[src/rtl/subterranean_din_packer.sv]
// Packs a byte-serial stream into 32-bit little-endian words for the Subterranean din bus.
// Optional statistics counters are enabled with SUBTERRANEAN_DIN_PACKER_STATS_EN.
module subterranean_din_packer #(
  parameter int unsigned G_MAX_WORD_BYTES = 4
) (
  input  logic        clk,
  input  logic        arstn,
  input  logic [7:0]  s_data,
  input  logic        s_empty,
  input  logic        s_last,
  input  logic        s_valid,
  output logic        s_ready,
  output logic [31:0] din,
  output logic [2:0]  din_size,
  output logic        din_last,
  output logic        din_valid,
  input  logic        din_ready
`ifdef SUBTERRANEAN_DIN_PACKER_STATS_EN
  ,
  output logic [15:0] word_count,
  output logic [15:0] msg_count
`endif
);

  localparam int unsigned W_WORD = 32;
  localparam int unsigned W_CNT  = 3;
  localparam logic [W_CNT-1:0] MAX_CNT = W_CNT'(G_MAX_WORD_BYTES);

  logic [W_WORD-1:0] acc, acc_n;
  logic [W_CNT-1:0]  acc_cnt, acc_cnt_n;
  logic              acc_last, acc_last_n;
  logic              acc_done, acc_done_n;
  logic [W_WORD-1:0] din_n;
  logic [W_CNT-1:0]  din_size_n;
  logic              din_last_n;
  logic              din_valid_n;

  logic accept, xfer, pop;

  // Stall only when both the finished accumulator and the holding register are occupied.
  assign s_ready = ~acc_done | ~din_valid;
  assign accept  = s_valid & s_ready;
  assign xfer    = acc_done & (~din_valid | din_ready);
  assign pop     = din_valid & din_ready;

  always_comb begin
    acc_n       = acc;
    acc_cnt_n   = acc_cnt;
    acc_last_n  = acc_last;
    acc_done_n  = acc_done;
    din_n       = din;
    din_size_n  = din_size;
    din_last_n  = din_last;
    din_valid_n = din_valid;

    if (xfer) begin
      din_n       = acc;
      din_size_n  = acc_cnt;
      din_last_n  = acc_last;
      din_valid_n = 1'b1;
      acc_n       = '0;
      acc_cnt_n   = '0;
      acc_last_n  = 1'b0;
      acc_done_n  = 1'b0;
    end else if (pop) begin
      din_valid_n = 1'b0;
    end

    // An accepted beat lands on top of the (possibly just cleared) accumulator.
    if (accept) begin
      if (!s_empty) begin
        acc_n[{acc_cnt_n[1:0], 3'b000} +: 8] = s_data;
        acc_cnt_n  = acc_cnt_n + 3'd1;
        acc_done_n = (acc_cnt_n == MAX_CNT) || s_last;
        acc_last_n = s_last;
      end else if (s_last) begin
        acc_done_n = 1'b1;
        acc_last_n = 1'b1;
      end
    end
  end

  always_ff @(posedge clk or negedge arstn) begin
    if (!arstn) begin
      acc       <= '0;
      acc_cnt   <= '0;
      acc_last  <= 1'b0;
      acc_done  <= 1'b0;
      din       <= '0;
      din_size  <= '0;
      din_last  <= 1'b0;
      din_valid <= 1'b0;
    end else begin
      acc       <= acc_n;
      acc_cnt   <= acc_cnt_n;
      acc_last  <= acc_last_n;
      acc_done  <= acc_done_n;
      din       <= din_n;
      din_size  <= din_size_n;
      din_last  <= din_last_n;
      din_valid <= din_valid_n;
    end
  end

`ifdef SUBTERRANEAN_DIN_PACKER_STATS_EN
  // Saturating counts of words and messages taken by the core.
  always_ff @(posedge clk or negedge arstn) begin
    if (!arstn) begin
      word_count <= '0;
      msg_count  <= '0;
    end else if (pop) begin
      if (word_count != 16'hFFFF) word_count <= word_count + 16'd1;
      if (din_last && (msg_count != 16'hFFFF)) msg_count <= msg_count + 16'd1;
    end
  end
`endif

endmodule

[config.mk]
export PLATFORM = sky130hd
export DESIGN_NAME = subterranean_din_packer
export DESIGN_NICKNAME = d
export VERILOG_FILES = /design/src/rtl/subterranean_din_packer.sv
export SDC_FILE = /design/constraint.sdc
export NUM_CORES = 1
export LEC_CHECK = 0
export CAP_MARGIN = 20
export CELL_PAD_IN_SITES_DETAIL_PLACEMENT = 0
export CELL_PAD_IN_SITES_GLOBAL_PLACEMENT = 1
export CORE_ASPECT_RATIO = 0.75
export CORE_MARGIN = 5
export CORE_UTILIZATION = 33
export DETAILED_ROUTE_END_ITERATION = 10
export PLACE_DENSITY = 0.77
export SLEW_MARGIN = 20
export SYNTH_ARGS = -nofsm -noshare
export SYNTH_HDL_FRONTEND = slang
export SYNTH_SLANG_ARGS = --single-unit
export TNS_END_PERCENT = 1
[constraint.sdc]
create_clock -name clk -period 3.1 [get_ports clk]
set_clock_uncertainty 0.05 [all_clocks]
set_input_delay 0.93 -clock clk [delete_from_list [all_inputs] [get_ports clk]]
set_output_delay 0.93 -clock clk [all_outputs]
set_load 0.05 [all_outputs]
# Word-level counts from Yosys, hierarchy flattened
# Cells that the tools add are included.
# W data, S select, Z words.
word_totals:
  reg_bits: 74
  latchBits: 0
  mem_bits_rw: 0
  mem_bits_ro: 0
  elab_cells: 39
  mem_count: 0
op_classes:
  add_sub_neg: 2
  mul: 0
  div: 0
  magnitude_cmp: 0
  eq_ne: 1
  n_shift: 2
  mux: 17
  n_bitwise: 7
  n_reduce_logical: 2
ops:
  columns: ["op", "n"]
  rows:
  - ["$mux W32", 3]
  - ["$bwmux W32", 1]
  - ["$shift A8 B7 Y32 const A", 1]
  - ["$shiftx A8 B7 Y32", 1]
  - ["$mux W1", 10]
  - ["$mux W3", 3]
  - ["$neg A5 Y7", 1]
  - ["$add A3 B1 Y3 const B", 1]
  - ["$and A1 B1 Y1", 3]
  - ["$eq A3 B3 Y1 const B", 1]
  - ["$not A1 Y1", 2]
  - ["$or A1 B1 Y1", 2]
  - ["$reduce_bool A2 Y1", 1]
  - ["$logic_or A1 B1 Y1", 1]

# Longest topological paths before layout
# Gate-level depths: netlist of the first run.
depth:
  ltp_word: 9
  ltp_mapped: 10
  depth_no_buf: 8

# Worst setup path after synthesis of the first run
# No wires, ideal clock.
synth_timing:
  kind: "input -> register"
  startpoint: "in din_ready"
  endpoint: "reg acc[10]"
  t_arrival_ns: 2.667
  required_ns: 2.972
  path_slack_ns: 0.305
  cell_stages: 10
  n_path_buf: 2
  path_cell_list: "nand2b_1 > nand2_1 > buf_2 > nand2_1 > ha_1 > nor3b_1 > and2_1 > clkbuf_1 > nand3_1 > a21oi_1"
synth_via:
  elab_chain_len: 8
synth_rtl:
  columns: ["element", "line_no", "rtl"]
  rows:
  - ["start, declared", "17", "input logic din_ready"]
  - ["$or A1 B1 Y1 (*)", "43", "assign xfer = acc_done & (~din_valid | din_ready);"]
  - ["$and A1 B1 Y1 (*)", "43", null]
  - ["$mux W3", "56", "if (xfer) begin"]
  - ["$neg A5 Y7", "72", "acc_n[{acc_cnt_n[1:0], 3'b000} +: 8] = s_data;"]
  - ["$shiftx A8 B7 Y32 / $shift A8 B7 Y32 (equally long branches)", "72", null]
  - ["$bwmux W32", "72", null]
  - ["$mux W32", "71", "if (!s_empty) begin"]
  - ["$mux W32 (*)", "70", "if (accept) begin"]
  - ["named net acc_n[10]", "29", "logic [W_WORD-1:0] acc, acc_n;"]
  - ["end signal, assigned", "94", "acc <= acc_n;"]
  - ["end, declared", "29", null]
# The timed path passes the listed nets; every way through them passes the cells marked *.
# A chain may end at the register's enable or synchronous reset.

# Worst setup path in the final report of the first run
layout_timing:
  startpoint: "in din_ready"
  endpoint: "reg acc[11]"
# Same word-level chain as after synthesis.

==> reports/results.txt, run 1 <==
CTS tree: built
# diodes: 0
Worst Hold Class: reg -> reg
Yosys warnings: 0
mux contribution to synthesized area: 0
Crit path largest cell delay: 420 ps
Setup Buffers After CTS: 0
die width: 121 um
CTS Root Cell: clkbuf_16
sequential area share after synthesis: 0.607
Synth area leaders: dfrtp_1 61%, nand2_1 18%, nand3_1 3.0%, a21oi_1 2.8%, ha_1 2.5%
Layout Cells excl Fill: 505
largest net degree at the start of global routing: 48
Vias per Instance: 4.66
M1 GR Usage: 0.193
routability cong.: 0.772
Worst-Margin Slew: 650 ps
gr usage total: 0.135
CP most frequent cell: nand2_1
grt total ovfl: 0
Crit path required time: 3290 ps
GRT busiest layer: met2
Crit Path Class: in -> reg
row cnt: 30
area growth from synthesis to layout: 31.1%
FILL cells: 900
initial antenna violation count: 0
leading area contributor after synthesis: dfrtp_1
vias: 2,352
status: complete, no violations
top_reg_cell synth: dfrtp_1
Critical Path, Cell by Cell: clkdlybuf4s50_1, nand2b_1, nand2_1, nand2_1, ha_1, nor3b_1, and2_2, nand3_1, a21oi_1
Mapped Cells: 320
share of cells above drive strength 1: 0.0796
Detailed Route Iter0 Violations: 160
PostCTS Resize Cnt: 0
Starting Density: 0.337
Final Core Density: 0.442
hold_buf cts: 0
drt wl/cell: 14.1 um
top-count cell post-synth: nand2_1
met2 usage: 0.197
Final ANT Viol Nets: 0
NumNets Final: 392
Top Ports: 52
maximum vdd drop: 0.403 mV
Post-Place Cells: 489
CTS max path bufs: 2
Synth Area in Adders: 0.0246
core area: 9050 um^2
post-synthesis xor/xnor area fraction: 0.00861
CTS Sinks: 74
Max transition margin: 0.567
drt pass-1 iters: 4
Synth Area in Compound Gates: 0.0881
fin crit share: 0.891
Max-Cap Viols: 0
Final Hold Vio Count: 0
synthesized area: 3050 um^2
RSZ-0062 raised after global routing: no
total power: 2.90 mW
largest family of logic cells by synthesized area: simple AND/OR/NAND/NOR gates
CTS clock-pin slew for the worst setup and hold paths: 60 ps
synthesis-stage register bit count: 74
Power per Cell Area: 725 nW/um^2
final period demand of the worst path: 2760 ps
die footprint: 11,300 um^2
first-pass GRT wire length: 12,000 um
DP Worst Slack: -58.0 ps
Setup-failing EPs final: 0
EDFF count, synth: 0
hpwl dp: 4890 um
critical path peak fanout: 8
Post-Syn Area per Cell: 9.54 um^2
Final Max Slew Viols: 0
Startpoint Class: primary input
Worst Path Arrival: 2960 ps
Pleak: 1.93 nW
vias in the first global route: 2,304
Final WS setup: 337 ps
Worst-Skew Late Latency: 320 ps
Worst path slowest cell: clkdlybuf4s50_1
Synth async-reset ratio: 1.00
crit path capture type: register
top cell type's share of synthesized area: 0.607
Yosys cell types: 26
commonest cells in the netlist: 143 x nand2_1, 74 x dfrtp_1, 18 x nand3_1
total CTS buffers: 9
syn nets: 340
count of buffers from port buffering: 51
fmax: 362 MHz
grt met3 use: 0.0520
DRC viols: 0
Max H-tree Level: 3
routed wire length: 7130 um
Synth Area in Simple Gates: 0.235
die height: 93.3 um
[critical path, delay by kind of cell]
kind            cells  cell delay (ps)
compound gates      1              160
fa+ha+maj           1              370
buf+inv             1              420
simple gates        6             1090
[flip-flops by register name (all words and copies together), names as in the netlist]
register,flops
din_valid,1
acc,32
din,32
din_last,1
din_size,3
acc_last,1
acc_cnt,3
acc_done,1
[worst paths after layout]
path	depth (start not counted)	slack [ps]	to	from
setup / recovery	9	340	acc[11]	din_ready
hold / removal	2	410	din[20]	acc[20]
setup reg to reg	8	1000	acc[11]	din_valid
hold reg to reg	2	410	din[20]	acc[20]
max in group asynchronous	2	1730	acc[12]	arstn
min in group asynchronous	1	580	din[30]	arstn
[stage by stage]
stage	instance area [um^2]	TNS [ps]	hold WS, ps
global placement	3700	0	408
global route	4000	0	439
finish	4000	0	415
floorplan	3050	0	389
detailed placement	3700	-329	406
CTS	4000	0	419
[report_power, final]
part	switching [mW]	total, mW	internal (mW)
Combinational	0.503	0.751	0.248
Clock	0.369	1.02	0.650
Sequential	0.0598	1.13	1.07
[cell families (layout without fill, tap and decap cells)]
kind of cell / Yosys count / count (layout)
and+or+nand+nor: 173 / 173
DFF: 74 / 74
AOI/OAI and AO/OA: 41 / 41
buffers and inverters: 23 / 80
adders and majority gates: 6 / 6
xor gates and xnor gates: 3 / 3
[area by class of cell]
cell class,count,area (um^2),share of cell area
inverters,5,18.8,0.00469
clock buffers,15,298,0.0744
multi-input cells,223,1090,0.272
flip-flops and latches,74,1850,0.463
well taps,128,160,0.0400
repair buffers,59,578,0.144
clock inverters,1,5.00,0.00125
[layer usage]
metal	wire length (um)	up-vias	part of all wire
li1	-	1143	-
met1	3340	1129	0.47
met2	3160	75	0.44
met3	580	5	0.081
met4	47	0	0.0066
met5	0	-	0
[placed cells by master (no fill, tap or decap), drive strengths merged, types with 6 or more instances in the layout]
| master | n |
|---|---|
| a21oi | 18 |
| a22o | 8 |
| buf | 9 |
| clkbuf | 15 |
| clkdlybuf4s50 | 50 |
| dfrtp | 74 |
| ha | 6 |
| nand2 | 143 |
| nand3 | 18 |
| o22ai | 8 |
No activity file was read; power rests on OpenSTA's default activity.
==> run 2: changes to the inputs <==
Settings changed: MAX_ROUTING_LAYER set to met4.
==> run 2 against run 1 <==
Non-clock buffer count is the same. Sequential power is essentially flat. Clock-buffer cell count is the same. Hold slack lost 0.54 ps. Sequential cell count is the same. Combinational power is essentially flat. Sequential share of layout area is the same. Wire length grew 0.34%. Utilization is the same. Maximum frequency shrank 0.13%. Critical path type unchanged. Largest cell class unchanged. Largest power group unchanged.
==> reports/results.txt, run 2 (synthesized netlist as in run 1, its figures left out) <==
Worst Hold Class: reg -> reg
initial antenna violation count: 0
drt pass-1 iters: 4
critical path peak fanout: 8
FF-to-FF Start: din_valid
drt wl/cell: 14.2 um
hpwl dp: 4890 um
Max-Cap Viols: 0
status: complete, no violations
Largest regs: acc: 32 flops, din: 32 flops
Crit Reg-Reg Endpoint: acc[11]
first-pass GRT wire length: 12,000 um
Pleak: 1.93 nW
Crit Path Class: in -> reg
final period demand of the worst path: 2770 ps
routed wire length: 7150 um
Setup TNS: 0 ps
most common cell after layout, fill and taps aside: nand2_1
Max H-tree Level: 3
PostCTS Resize Cnt: 0
hold path start: acc[20]
FILL cells: 900
Post-Place Cells: 489
Top Ports: 52
count of buffers from port buffering: 51
Vias per Instance: 4.60
Final Hold Vio Count: 0
die width: 121 um
CTS tree: built
CTS clock-pin slew for the worst setup and hold paths: 60 ps
vias in the first global route: 2,305
core area: 9050 um^2
total CTS buffers: 9
largest net degree at the start of global routing: 48
NumNets Final: 392
hold_buf cts: 0
Crit path required time: 3290 ps
maximum vdd drop: 0.404 mV
Final Core Density: 0.442
die footprint: 11,300 um^2
Worst-Skew Late Latency: 320 ps
row cnt: 30
grt total ovfl: 0
# diodes: 0
CTS Sinks: 74
total power: 2.90 mW
vias: 2,324
share of cells above drive strength 1: 0.0796
die height: 93.3 um
Power per Cell Area: 725 nW/um^2
routability cong.: 0.783
Startpoint Class: primary input
cells on worst reg2reg path: 7
Worst-Margin Slew: 651 ps
gr usage total: 0.139
CTS max path bufs: 2
crit path capture type: register
Setup-failing EPs final: 0
Layout Cells excl Fill: 505
area growth from synthesis to layout: 31.1%
Worst Hold Path Cells: 2
worst hold endpoint: din[20]
Final Max Slew Viols: 0
CTS Root Cell: clkbuf_16
Max transition margin: 0.566
Setup Buffers After CTS: 0
Final ANT Viol Nets: 0
Worst Path Arrival: 2960 ps
Detailed Route Iter0 Violations: 167
Starting Density: 0.337
DRC viols: 0
fmax: 362 MHz
RSZ-0062 raised after global routing: no
fin crit share: 0.892
most frequent cells in the layout: 143 x nand2_1, 74 x dfrtp_1, 50 x clkdlybuf4s50_1
R2R setup slack: 1000 ps
run 2: cell counts in the layout (fill, tap and decap cells not counted):
No cell type changed its count.
run 2: area by class of cell:
class,count,area [um^2],area share
Clock buffer,15,298,0.0744
Inverter,5,18.8,0.00469
Clock inverter,1,5.00,0.00125
Timing Repair Buffer,59,578,0.144
Sequential cell,74,1850,0.463
Tap cell,128,160,0.0400
Multi-Input combinational cell,223,1090,0.272
run 2: how the worst max path moves through the flow:
stage / from / endpoint / slack (ps) / depth (start not counted)
2_1_floorplan: din_ready / acc[10] / 310 / 10
3_3_place_gp: din_ready / acc[10] / 5 / 9
3_5_place_dp: din_ready / acc[11] / -60 / 9
4_1_cts: din_ready / acc[11] / 280 / 9
5_1_grt: din_ready / acc[11] / 80 / 9
6_report: din_ready / acc[11] / 330 / 8
run 2: power by group:
part	total, mW	switching [mW]	leakage, nW	internal, mW
sequential	1.13	0.0598	1.02	1.07
clock	1.02	0.369	0.152	0.650
combinational	0.752	0.504	0.759	0.248
total	2.90	0.932	1.93	1.97
run 2: metal layers:
layer	global-route usage	vias up	routed length [um]
li1	-	1144	-
met5	-	-	0
met2	0.197	68	3180
met3	0.0490	2	530
met4	0.0255	0	17
met1	0.195	1110	3420
run 2: worst max-delay path, stage by stage:
cell,delay (ps)
clkdlybuf4s50_1,420
nand2b_1,210
a21o_1,260
ha_1,350
nor3b_1,250
and2_2,280
nand3_1,100
a21oi_1,170
run 2: metrics by stage:
stage	worst slack (ps)	cell area [um^2]	hold slack, ps
6_report	334	4000	414
5_1_grt	78.9	4000	439
4_1_cts	282	4000	419
3_5_place_dp	-58.0	3700	406
3_3_place_gp	4.90	3700	408
2_1_floorplan	305	3050	389
